$ cat config.mk
export PLATFORM = sky130hd
export DESIGN_NAME = branch_predictor_bht
export DESIGN_NICKNAME = d
export VERILOG_FILES = /design/src/rtl/branch_predictor_bht.sv
export SDC_FILE = /design/constraint.sdc
export NUM_CORES = 1
export LEC_CHECK = 0
export BUFFER_PORTS_ARGS = -buffer_cell sky130_fd_sc_hd__buf_2
export CAP_MARGIN = 25
export CORE_UTILIZATION = 62
export DETAILED_ROUTE_END_ITERATION = 8
export HOLD_SLACK_MARGIN = 0.06
export PLACE_DENSITY = 0.87
export SLEW_MARGIN = 20
export SYNTH_ARGS = -nofsm -noshare
export SYNTH_HDL_FRONTEND = slang
export SYNTH_SLANG_ARGS = --single-unit
$ cat constraint.sdc
create_clock -name clk -period 9.9 [get_ports clk]
set_input_delay 1.98 -clock clk [delete_from_list [all_inputs] [get_ports clk]]
set_output_delay 1.98 -clock clk [all_outputs]
set_load 0.05 [all_outputs]
$ cat src/rtl/branch_predictor_bht.sv
// Bimodal branch predictor: 2-bit saturating counters indexed by PC, with a registered
// mispredict/redirect output and branch/mispredict event counters. Define BP_GSHARE_EN for gshare indexing.
module branch_predictor_bht #(
    parameter int         IDX_BITS = 6,
    parameter logic [1:0] CNT_INIT = 2'b01
) (
    input  logic        clk,
    input  logic        rst_n,
    input  logic [31:0] pred_pc,
    output logic        pred_taken,
    input  logic        upd_valid,
    input  logic [31:0] upd_pc,
    input  logic        upd_take,
    input  logic        upd_pred,
    input  logic [31:0] upd_target,
    output logic        mispredict,
    output logic [31:0] redirect_pc,
    output logic [31:0] br_count,
    output logic [31:0] mispredict_count
);

    localparam int DEPTH = 1 << IDX_BITS;

    logic [1:0]          ctr [DEPTH];
    logic [IDX_BITS-1:0] pred_idx;
    logic [IDX_BITS-1:0] upd_idx;
    logic [1:0]          upd_cur;
    logic [1:0]          upd_next;
    logic                mp_now;
    logic                unused_pc_bits;

`ifdef BP_GSHARE_EN
    logic [IDX_BITS-1:0] ghr;

    // History is advanced from resolved outcomes only; training sees the pre-shift value.
    assign pred_idx = pred_pc[IDX_BITS+1:2] ^ ghr;
    assign upd_idx  = upd_pc[IDX_BITS+1:2] ^ ghr;

    always_ff @(posedge clk or negedge rst_n) begin
        if (!rst_n) begin
            ghr <= '0;
        end else if (upd_valid) begin
            ghr <= {ghr[IDX_BITS-2:0], upd_take};
        end
    end
`else
    assign pred_idx = pred_pc[IDX_BITS+1:2];
    assign upd_idx  = upd_pc[IDX_BITS+1:2];
`endif

    assign unused_pc_bits = ^{pred_pc[31:IDX_BITS+2], pred_pc[1:0]};

    // Same-index lookup during an update returns the stored (pre-update) value.
    assign pred_taken = ctr[pred_idx][1];

    always_comb begin
        upd_cur  = ctr[upd_idx];
        upd_next = upd_cur;
        if (upd_take) begin
            if (upd_cur != 2'b11) upd_next = upd_cur + 2'd1;
        end else begin
            if (upd_cur != 2'b00) upd_next = upd_cur - 2'd1;
        end
    end

    assign mp_now = upd_valid & (upd_take ^ upd_pred);

    always_ff @(posedge clk or negedge rst_n) begin
        if (!rst_n) begin
            for (int i = 0; i < DEPTH; i++) ctr[i] <= CNT_INIT;
        end else if (upd_valid) begin
            ctr[upd_idx] <= upd_next;
        end
    end

    always_ff @(posedge clk or negedge rst_n) begin
        if (!rst_n) begin
            mispredict       <= 1'b0;
            redirect_pc      <= '0;
            br_count         <= '0;
            mispredict_count <= '0;
        end else begin
            mispredict <= mp_now;
            if (mp_now) begin
                redirect_pc      <= upd_take ? upd_target : upd_pc + 32'd4;
                mispredict_count <= mispredict_count + 32'd1;
            end
            if (upd_valid) br_count <= br_count + 32'd1;
        end
    end

endmodule

==> flow_metrics.py <==
metrics = {
    "clock_network": {
        "cts_tree": "built",
        "cts_hold_buf": 0,
        "clkTransAtPathRegs_ns": 0.06,
        "clk_path_buf_depth": 3,
        "cts_root_buf": "clkbuf_16",
        "cts-htree-levels": 1,
        "cts_buffers": 23,
        "cts_resized": 0,
        "post_cts_buffers": 0,
        "clock_latency_ns": 0.52,
        "clock_sinks": 225,
    },
    "cells_and_area": {
        "fillers": 1274,
        "layout-drive-gt1-share_pct": 24.86,
        "nets": 1479,
        "layout_common_cells": "nand2_1, nor2_1, buf_2, dfrtp_1, a31oi_1",
        "post-route-util_pct": 72.63,
        "finalInstanceArea_um2": 13680,
        "final_common_cell": "nand2_1",
        "area_delta_synth_final_pct": 14.00,
    },
    "route": {
        "routed-via-count": 10530,
        "routed_wl_mm": 33.18,
        "drt-wirelength-per-cell_um": 20.06,
        "dr.pass1.iters": 7,
        "avgViaCountPerCell": 6.364,
        "drt_iter0_drc": 930,
        "drtAntennaViolNets": 0,
        "drc": 0,
    },
    "timing": {
        "rsz0062_at_grt": "false",
        "min_period_ns": 6.251,
        "finClkSkew_ns": 0.007955,
        "fmax_mhz": 160.0,
        "worstMarginPinSlew_ns": 1.001,
        "finalHoldViolCount": 0,
        "fin_crit_sh_pct": 63.14,
        "slew_headroom_pct": 33.03,
        "setup_slack_ns": 3.649,
        "slew_violations": 0,
        "setup_violations": 0,
        "final.setup.tns_ns": 0,
    },
    "worst_setup_path": {
        "end_kind": "output pin",
        "cp_top_family": "multiplexers",
        "cp_cell_sequence": "buf_2 -> mux4_2 -> mux4_2 -> mux4_2 -> buf_2",
        "r2r_slack_ns": 6.48,
        "path_common_cell": "mux4_2",
        "required_ns": 7.92,
        "worst_path_max_delay_cell": "mux4_2",
        "crit_start": "pred_pc[2]",
        "slowest_delay_ns": 0.57,
        "path_class": "input port to output pin",
        "startpoint_type": "input port",
        "cp_max_fo": 16,
        "path_buf_inv": 2,
        "arrival_ns": 4.27,
        "reg2reg_from": "ctr[83]",
    },
    "yosys": {
        "syn_avg_cell_area_um2": 9.644,
        "yosysUniqueCellTypes": 61,
        "netlist_area_um2": 12000,
        "synthCells": 1244,
        "synth_ff_type": "dfrtp_1",
        "seq_area_frac_synth_pct": 47.60,
        "synth_fp_nets": 1348,
        "yosys_register_bits": 225,
        "synth_edf_count": 0,
        "async_flop_share_pct": 100.0,
        "ys_warn_count": 0,
    },
    "power": {
        "power_density_nw_per_um2": 199.7,
        "vdd_ir_drop_max_uv": 110.1,
        "p_leak_nw": 5.837,
        "finalPower_mw": 2.731,
    },
    "grt": {
        "antenna_found_initial": 1,
        "grt_max_degree": 106,
        "grt_pass1_vias": 10270,
        "grt_overflow_total": 0,
        "grt.total_usage_pct": 33.52,
        "grt_pass1_wl_mm": 52.89,
    },
    "placed_design": {
        "dp_hpwl_mm": 20.95,
        "place_area_um2": 12900,
        "io_buffers": 172,
        "place.gp.congestion": 0.8940,
        "dp_slack_ns": 3.641,
    },
    "floorplanning": {
        "die_x_um": 141.1,
        "coreArea_um2": 18830,
        "start_util_pct": 63.71,
        "num_rows": 50,
        "die_y_um": 141.1,
        "dieArea_um2": 19910,
        "boundaryPins": 199,
    },
    "status": {
        "status": "finished clean",
    },
    "flow_run": {
        "drv_cap": 0,
    },
    "hold_path": {
        "hold_path.class": "flop to flop",
        "hold_start": "mispredict_count[31]",
    },
}
## metal layers
metal / wire length [µm] / track usage [%]
met5: 0 / 0
met4: 1526 / 16.70
met3: 3478 / 6.793
met2: 15600 / 54.25
met1: 12580 / 43.16
## state kept, by name, summed over array words and instances (netlist names)
name and flops:
ctr 128, br_count 32, mispredict_count 32, redirect_pc 32, mispredict 1
## report_power, final
group	switching, mW	total [mW]	internal [mW]	leakage [nW]
Clock	0.365	0.858	0.494	0.357
Combinational	0.451	0.671	0.221	2.72
Sequential	0.112	1.20	1.09	2.76
Total	0.928	2.73	1.80	5.84
## cell usage after synthesis (6+ instances only)
master    number  area [µm²]
nor3_1        10       50.05
mux4_2        29       653.1
xnor2_1       60       525.5
nand2_1      222       833.3
a22oi_1       11       82.58
inv_1          7       26.28
buf_4         11       82.58
buf_2         15       75.07
buf_6          9       101.4
and3_1        16       100.1
nand4_1       15       93.84
o31ai_1       63       473.0
dfstp_2       64        1682
dfrtp_1      161        4029
a221oi_1      10       87.58
a31oi_1       65       406.6
xor2_1        31       271.5
and4_1         6       52.55
buf_1         13       48.80
nor2_1       176       660.6
clkbuf_1      30       112.6
a21oi_1       25       125.1
mux2_2        18       202.7
o21ai_0       39       195.2
nand3_1       40       200.2
mux2i_1       26       260.3
## logic make-up (layout without fill, tap and decap cells)
| group | count (synthesis) | after routing | share of synthesized area, % |
|---|---|---|---|
| AND/OR/NAND/NOR | 523 | 523 | 18.84 |
| AO/OA/AOI/OAI | 244 | 244 | 13.58 |
| flip-flops | 225 | 225 | 47.60 |
| XOR/XNOR | 91 | 91 | 6.643 |
| buffers and inverters | 85 | 233 | 3.723 |
| multiplexers | 73 | 73 | 9.302 |
| adder cells (fa/ha/maj) | 3 | 3 | 0.3129 |
| other | 0 | 2 | 0 |
## path summary, 6_finish.rpt
kind                                              to  cells past startpoint
max in group asynchronous                    ctr[71]                      2
worst min-delay path            mispredict_count[31]                      1
worst max-delay path                      pred_taken                      5
worst min register to register  mispredict_count[31]                      1
worst max register to register               ctr[96]                      8
min in group asynchronous       mispredict_count[10]                      1
## metrics by stage
step                      std cells  hold slack (ns)
after floorplan                1244           0.4473
after global placement         1609           0.4517
after detailed placement       1609           0.4522
after CTS                      1651           0.4638
after global routing           1653           0.4801
final                          1654           0.4616
## cell type report
cell class	instances	area, µm²	share of cell area (%)
Antenna cell	2	5.005	0.03659
Clock inverter	8	76.32	0.5580
Timing Repair Buffer	184	980.9	7.172
Tap cell	260	325.3	2.379
Inverter	7	26.28	0.1921
Sequential cell	225	5710	41.75
Clock buffer	34	666.9	4.876
Multi-Input combinational cell	934	5886	43.03
Power figures use the tool's default switching activity.
